===== src/rtl/cpu_rp2a03_pkg.sv =====
// Shared constants and state encoding for the RP2A03 DMA controller.
package cpu_rp2a03_pkg;

   localparam int unsigned ADDR_W = 16;
   localparam int unsigned DATA_W = 8;
   localparam int unsigned ST_W   = 3;

   typedef logic [ST_W-1:0] dma_state_t;

   localparam dma_state_t ST_IDLE    = 3'd0;
   localparam dma_state_t ST_HALT    = 3'd1;
   localparam dma_state_t ST_ALIGN   = 3'd2;
   localparam dma_state_t ST_GET_DMC = 3'd3;
   localparam dma_state_t ST_GET_OAM = 3'd4;
   localparam dma_state_t ST_PUT_OAM = 3'd5;

   localparam logic [ADDR_W-1:0] OAM_DATA_ADDR    = 16'h2004;
   localparam logic [ADDR_W-1:0] OAM_DMA_REG_ADDR = 16'h4014;
   localparam logic [ADDR_W-1:0] DMC_BASE_ADDR    = 16'h8000;

   // Selects the get-cycle action; DMC always wins over a pending OAM byte.
   function automatic dma_state_t dispatch(input logic dmc_req, input logic oam_req);
      if (dmc_req)      return ST_GET_DMC;
      else if (oam_req) return ST_GET_OAM;
      else              return ST_IDLE;
   endfunction

endpackage


===== src/rtl/cpu_rp2a03_dma_controller.sv =====
// RP2A03 bus-master DMA: halts the CPU and interleaves DMC sample fetches
// with 256-byte OAM sprite copies on get/put cycle parity.
module cpu_rp2a03_dma_controller #(
   parameter logic [15:0] OAM_DATA_ADDR = 16'h2004
) (
   input  logic        clk_i,
   input  logic        rst_i,
   input  logic        cpu_rd_cycle_i,
   output logic        cpu_halt_o,
   input  logic        oam_dma_start_i,
   input  logic [7:0]  oam_dma_page_i,
   input  logic        dmc_dma_exe_i,
   input  logic [15:0] dmc_dma_addr_i,
   output logic        dmc_dma_rd_o,
   output logic [7:0]  dmc_dma_rd_data_o,
   output logic [15:0] bus_addr_o,
   output logic        bus_rd_o,
   output logic        bus_wr_o,
   output logic [7:0]  bus_wr_data_o,
   input  logic [7:0]  bus_rd_data_i,
   output logic        dma_active_o
);
   import cpu_rp2a03_pkg::*;

   dma_state_t        state_q, state_d;
   logic              put_q, put_d;
   logic              oam_pend_q, oam_pend_d;
   logic [DATA_W-1:0] oam_cnt_q, oam_cnt_d;
   logic [DATA_W-1:0] page_q, page_d;
   logic [DATA_W-1:0] data_q, data_d;

   // State register
   always_ff @(posedge clk_i) begin
      if (rst_i) state_q <= ST_IDLE;
      else       state_q <= state_d;
   end

   always_ff @(posedge clk_i) begin
      if (rst_i) begin
         put_q      <= 1'b0;
         oam_pend_q <= 1'b0;
         oam_cnt_q  <= '0;
         page_q     <= '0;
         data_q     <= '0;
      end else begin
         put_q      <= put_d;
         oam_pend_q <= oam_pend_d;
         oam_cnt_q  <= oam_cnt_d;
         page_q     <= page_d;
         data_q     <= data_d;
      end
   end

   // Request latching, OAM byte counter and fetched-byte holding register
   always_comb begin
      put_d      = ~put_q;
      oam_pend_d = oam_pend_q;
      oam_cnt_d  = oam_cnt_q;
      page_d     = page_q;
      data_d     = data_q;
      if (oam_dma_start_i && !oam_pend_q) begin
         oam_pend_d = 1'b1;
         page_d     = oam_dma_page_i;
         oam_cnt_d  = '0;
      end
      if (state_q == ST_GET_OAM) data_d = bus_rd_data_i;
      if (state_q == ST_PUT_OAM) begin
         oam_cnt_d = oam_cnt_q + DATA_W'(1);
         if (oam_cnt_q == '1) oam_pend_d = 1'b0;
      end
   end

   // Next-state logic; HALT in a get cycle needs an ALIGN put before the first get
   always_comb begin
      state_d = state_q;
      unique case (state_q)
         ST_IDLE:    if ((oam_pend_q || dmc_dma_exe_i) && cpu_rd_cycle_i) state_d = ST_HALT;
         ST_HALT:    state_d = put_q ? dispatch(dmc_dma_exe_i, oam_pend_q) : ST_ALIGN;
         ST_ALIGN:   state_d = dispatch(dmc_dma_exe_i, oam_pend_q);
         ST_GET_DMC: state_d = oam_pend_q ? ST_ALIGN : ST_IDLE;
         ST_GET_OAM: state_d = ST_PUT_OAM;
         ST_PUT_OAM: state_d = dispatch(dmc_dma_exe_i, oam_pend_d);
         default:    state_d = ST_IDLE;
      endcase
   end

   // Bus and handshake outputs decoded from the current state
   always_comb begin
      cpu_halt_o        = (state_q != ST_IDLE);
      dma_active_o      = (state_q != ST_IDLE);
      dmc_dma_rd_o      = 1'b0;
      dmc_dma_rd_data_o = '0;
      bus_addr_o        = '0;
      bus_rd_o          = 1'b0;
      bus_wr_o          = 1'b0;
      bus_wr_data_o     = '0;
      unique case (state_q)
         ST_GET_DMC: begin
            bus_rd_o          = 1'b1;
            bus_addr_o        = dmc_dma_addr_i;
            dmc_dma_rd_o      = 1'b1;
            dmc_dma_rd_data_o = bus_rd_data_i;
         end
         ST_GET_OAM: begin
            bus_rd_o   = 1'b1;
            bus_addr_o = {page_q, oam_cnt_q};
         end
         ST_PUT_OAM: begin
            bus_wr_o      = 1'b1;
            bus_addr_o    = OAM_DATA_ADDR;
            bus_wr_data_o = data_q;
         end
         default: ;
      endcase
   end

endmodule


===== config.mk =====
export PLATFORM = sky130hd
export DESIGN_NAME = cpu_rp2a03_dma_controller
export DESIGN_NICKNAME = d
export VERILOG_FILES = /design/src/rtl/cpu_rp2a03_pkg.sv /design/src/rtl/cpu_rp2a03_dma_controller.sv
export SDC_FILE = /design/constraint.sdc
export NUM_CORES = 1
export LEC_CHECK = 0
export CAP_MARGIN = 20
export CORE_MARGIN = 5
export CORE_UTILIZATION = 44
export CTS_CLUSTER_DIAMETER = 100
export CTS_CLUSTER_SIZE = 24
export DETAILED_ROUTE_END_ITERATION = 12
export GPL_TIMING_DRIVEN = 0
export MAX_ROUTING_LAYER = met4
export PLACE_DENSITY = 0.87
export SETUP_SLACK_MARGIN = 0.2
export SYNTH_ARGS = -nofsm -noshare
export SYNTH_HDL_FRONTEND = slang
export SYNTH_SLANG_ARGS = --single-unit

===== constraint.sdc =====
create_clock -name clk_i -period 3.4 [get_ports clk_i]
set_input_delay 0.34 -clock clk_i [delete_from_list [all_inputs] [get_ports clk_i]]
set_output_delay 0.34 -clock clk_i [all_outputs]
set_load 0.03 [all_outputs]

==> metrics, run 1 <==
run status finished clean; Top Family by Delay on Critical Path buffers and inverters; clock network power share 30.3%; P_leak 0.890 nW; WL met2 2.15 mm; Post-synth top cells dfxtp_1, nand2_1, nor2_1; largest net degree at the start of global routing 11; htree depth 2; Mapped Area 1570 sq um; worst min path class in -> reg; area occupied by multi-input gates 906 sq um; Post-DP HPWL 3.38 mm; vias in the first global route 1604; min Tclk post-route 2.96 ns; Crit path required time 3.06 ns; RSZ-0062 raised after global routing false; CTS tree done; clock buffer depth 2; Power Internal 0.520 mW; Syn. warnings 0; Worst VDD drop 0.000240 V; fin. max-slew vios 0; final WL 4.61 mm; Starting Density 46.4%; Rows 21; hold depth 2; Antenna Violating Nets Remaining 0; CP arrival 2.62 ns; routed length on met3 368 um; Ant. Diodes 0; Clock transition at path regs 0.09 ns; async set-reset flop share out of synthesis 0%; syn_nets 233; core region area 3390 sq um; total track usage 19.4%; DRC Markers 0; Starting DRT DRC Count 145; Worst path depth 6; Die Area 4870 sq um; Most used DFF post-synth dfxtp_1; switching share of power 27.1%; Crit Path Max Fanout 10; Comb pwr share 19.8%; Final Hold Fails 0; post-route setup TNS 0 ns; Tightest Pin Transition 0.598 ns; CP Cell Sequence buf_2, nand2_1, nor2_1, buf_4, o2bb2ai_1, clkdlybuf4s50_1; max_slew headroom 60.0%; Reg2Reg Depth 5; Synth Register Bits 29; final count of negative-setup-slack endpoints 0; fin crit share 86.9%; Seq/Total Area, Yosys 36.9%; Nets 312; NetSw 0.193 mW; Max Freq 338 MHz; Power Density 296 nW/um^2; post-DR wirelength/cell 14.4 um; Post-CTS Hold Buffers 0; Clk Tree Root Cell clkbuf_4; Die X 69.8 um; Boundary Pins 74; Area Overhead vs Synth 52.9%; initial antenna violation count 0; Die Y 69.8 um; worst skew pair latency 0.33 ns; Syn Inst Count 195; crit path max-delay cell type clkdlybuf4s50_1; Final Wtd Congestion 0.815; type of origin of the critical path register; CTS resizes 0; clk sinks 29; Synth top area share 36.9%; vias per cell 5.31; Max-Cap Viols 0; WP buf/inv 3; TritonCTS Buffers 5; Detailed Routing Iterations Pass 1 4; Avg Cell Area, Syn 8.07 sq um; first-pass GRT wire length 7.49 mm; endpoint type of the worst setup path primary output; Top Layer Used met4; total number of vias 1699; CP peak stage delay 0.70 ns; Yosys cell types 34; critical setup path kind reg -> out; register area 581 sq um; gr ovfl total 0; Fill cells 280; most frequent cell after synthesis dfxtp_1; Buffers on Ports 72; Post-CTS Setup Bufs 0; post-layout power 0.714 mW; sequential power share 49.9%; post-synth top area cell dfxtp_1; top cells by area, synth dfxtp_1, a22o_1, mux2i_1, nand2_1, a21oi_1; share of cells above drive strength 1 6.57%; Worst Skew 0.00663 ns; Post-synth EDFFs 0; WL met1 2.00 mm
[final timing paths]
path	startpoint	to	slack, ns
worst max-delay path	state_q[0]	bus_addr_o[2]	0.44
worst min-delay path	rst_i	oam_cnt_q[6]	0.41
worst max register to register	state_q[2]	data_q[4]	1.75
worst min register to register	page_q[1]	page_q[1]	0.46
[per-stage QoR]
| stage | utilization (%) | hold WS, ns | instances | setup slack [ns] | cell area [sq um] |
|---|---|---|---|---|---|
| 3_5_place_dp | 69.4 | 0.443 | 313 | 0.760 | 2350 |
| 4_1_cts | 71.0 | 0.410 | 320 | 0.398 | 2410 |
| 6_report | 71.0 | 0.412 | 320 | 0.445 | 2410 |
| 5_1_grt | 71.0 | 0.458 | 320 | 0.252 | 2410 |
| 3_3_place_gp | 69.4 | 0.435 | 313 | 0.764 | 2350 |
| 2_1_floorplan | - | 0.418 | 195 | 1.55 | 1570 |
[logic make-up after synthesis]
logic type	synth area share, %
adder cells (fa/ha/maj)	0.795
AO/OA/AOI/OAI	21.7
buffers and inverters	5.56
flip-flops	36.9
AND/OR/NAND/NOR	29.3
multiplexers	5.72
[cells in the final DEF (no fill, tap or decap), types with 2 or more instances in the layout]
cell,instances
a21oi_1,13
a311oi_1,3
a22o_1,14
and3_1,8
dfxtp_1,29
a31oi_1,4
nor2b_1,6
o211ai_1,3
or4_1,4
mux2i_1,9
nor3_1,2
buf_1,2
nand2_1,23
nand2b_1,6
o21ai_0,6
nor2_1,15
o2bb2ai_1,2
and2_1,9
nand3_1,10
buf_4,3
clkbuf_1,6
clkdlybuf4s50_1,72
clkbuf_4,5
buf_2,7
[worst register-to-register path: cells and delay by family, from the launching register on]
kind	cells	cell delay (ns)
muxes	1	0.22
DFF	1	0.35
and+or+nand+nor	2	0.47
buffers and inverters	2	0.49
[state kept, by name, indices dropped and copies added, names as in the netlist]
signal	flops
put_q	1
data_q	8
page_q	8
oam_pend_q	1
oam_cnt_q	8
state_q	3
[per-layer routing]
| layer | global-route usage [%] | vias to the layer above |
|---|---|---|
| li1 | - | 852 |
| met1 | 23.7 | 769 |
| met2 | 30.1 | 69 |
| met3 | 6.09 | 9 |
| met4 | 6.60 | 0 |
| met5 | - | - |
[power groups by stage]
stage               combinational (mW)  sequential (mW)  clock [mW]
finish                           0.141            0.356       0.216
global route                     0.154            0.358       0.235
CTS                              0.141            0.356       0.218
detailed placement               0.140            0.364           0
global placement                 0.138            0.364           0
floorplan                       0.0695            0.363           0
[cell type report]
type,instances,area share (%)
Clock buffer,7,2.29
Inverter,1,0.156
Timing Repair Buffer,72,29.9
Sequential cell,29,24.1
Buffer,17,3.48
Tap cell,46,2.39
Multi-Input combinational cell,148,37.6
No activity file was read; power rests on OpenSTA's default activity.
==> run 2: changes to the inputs <==
Settings changed: TNS_END_PERCENT set to 30.
==> results of run 2 <==
Final layout, timing and power as in run 1 (identical DEF).
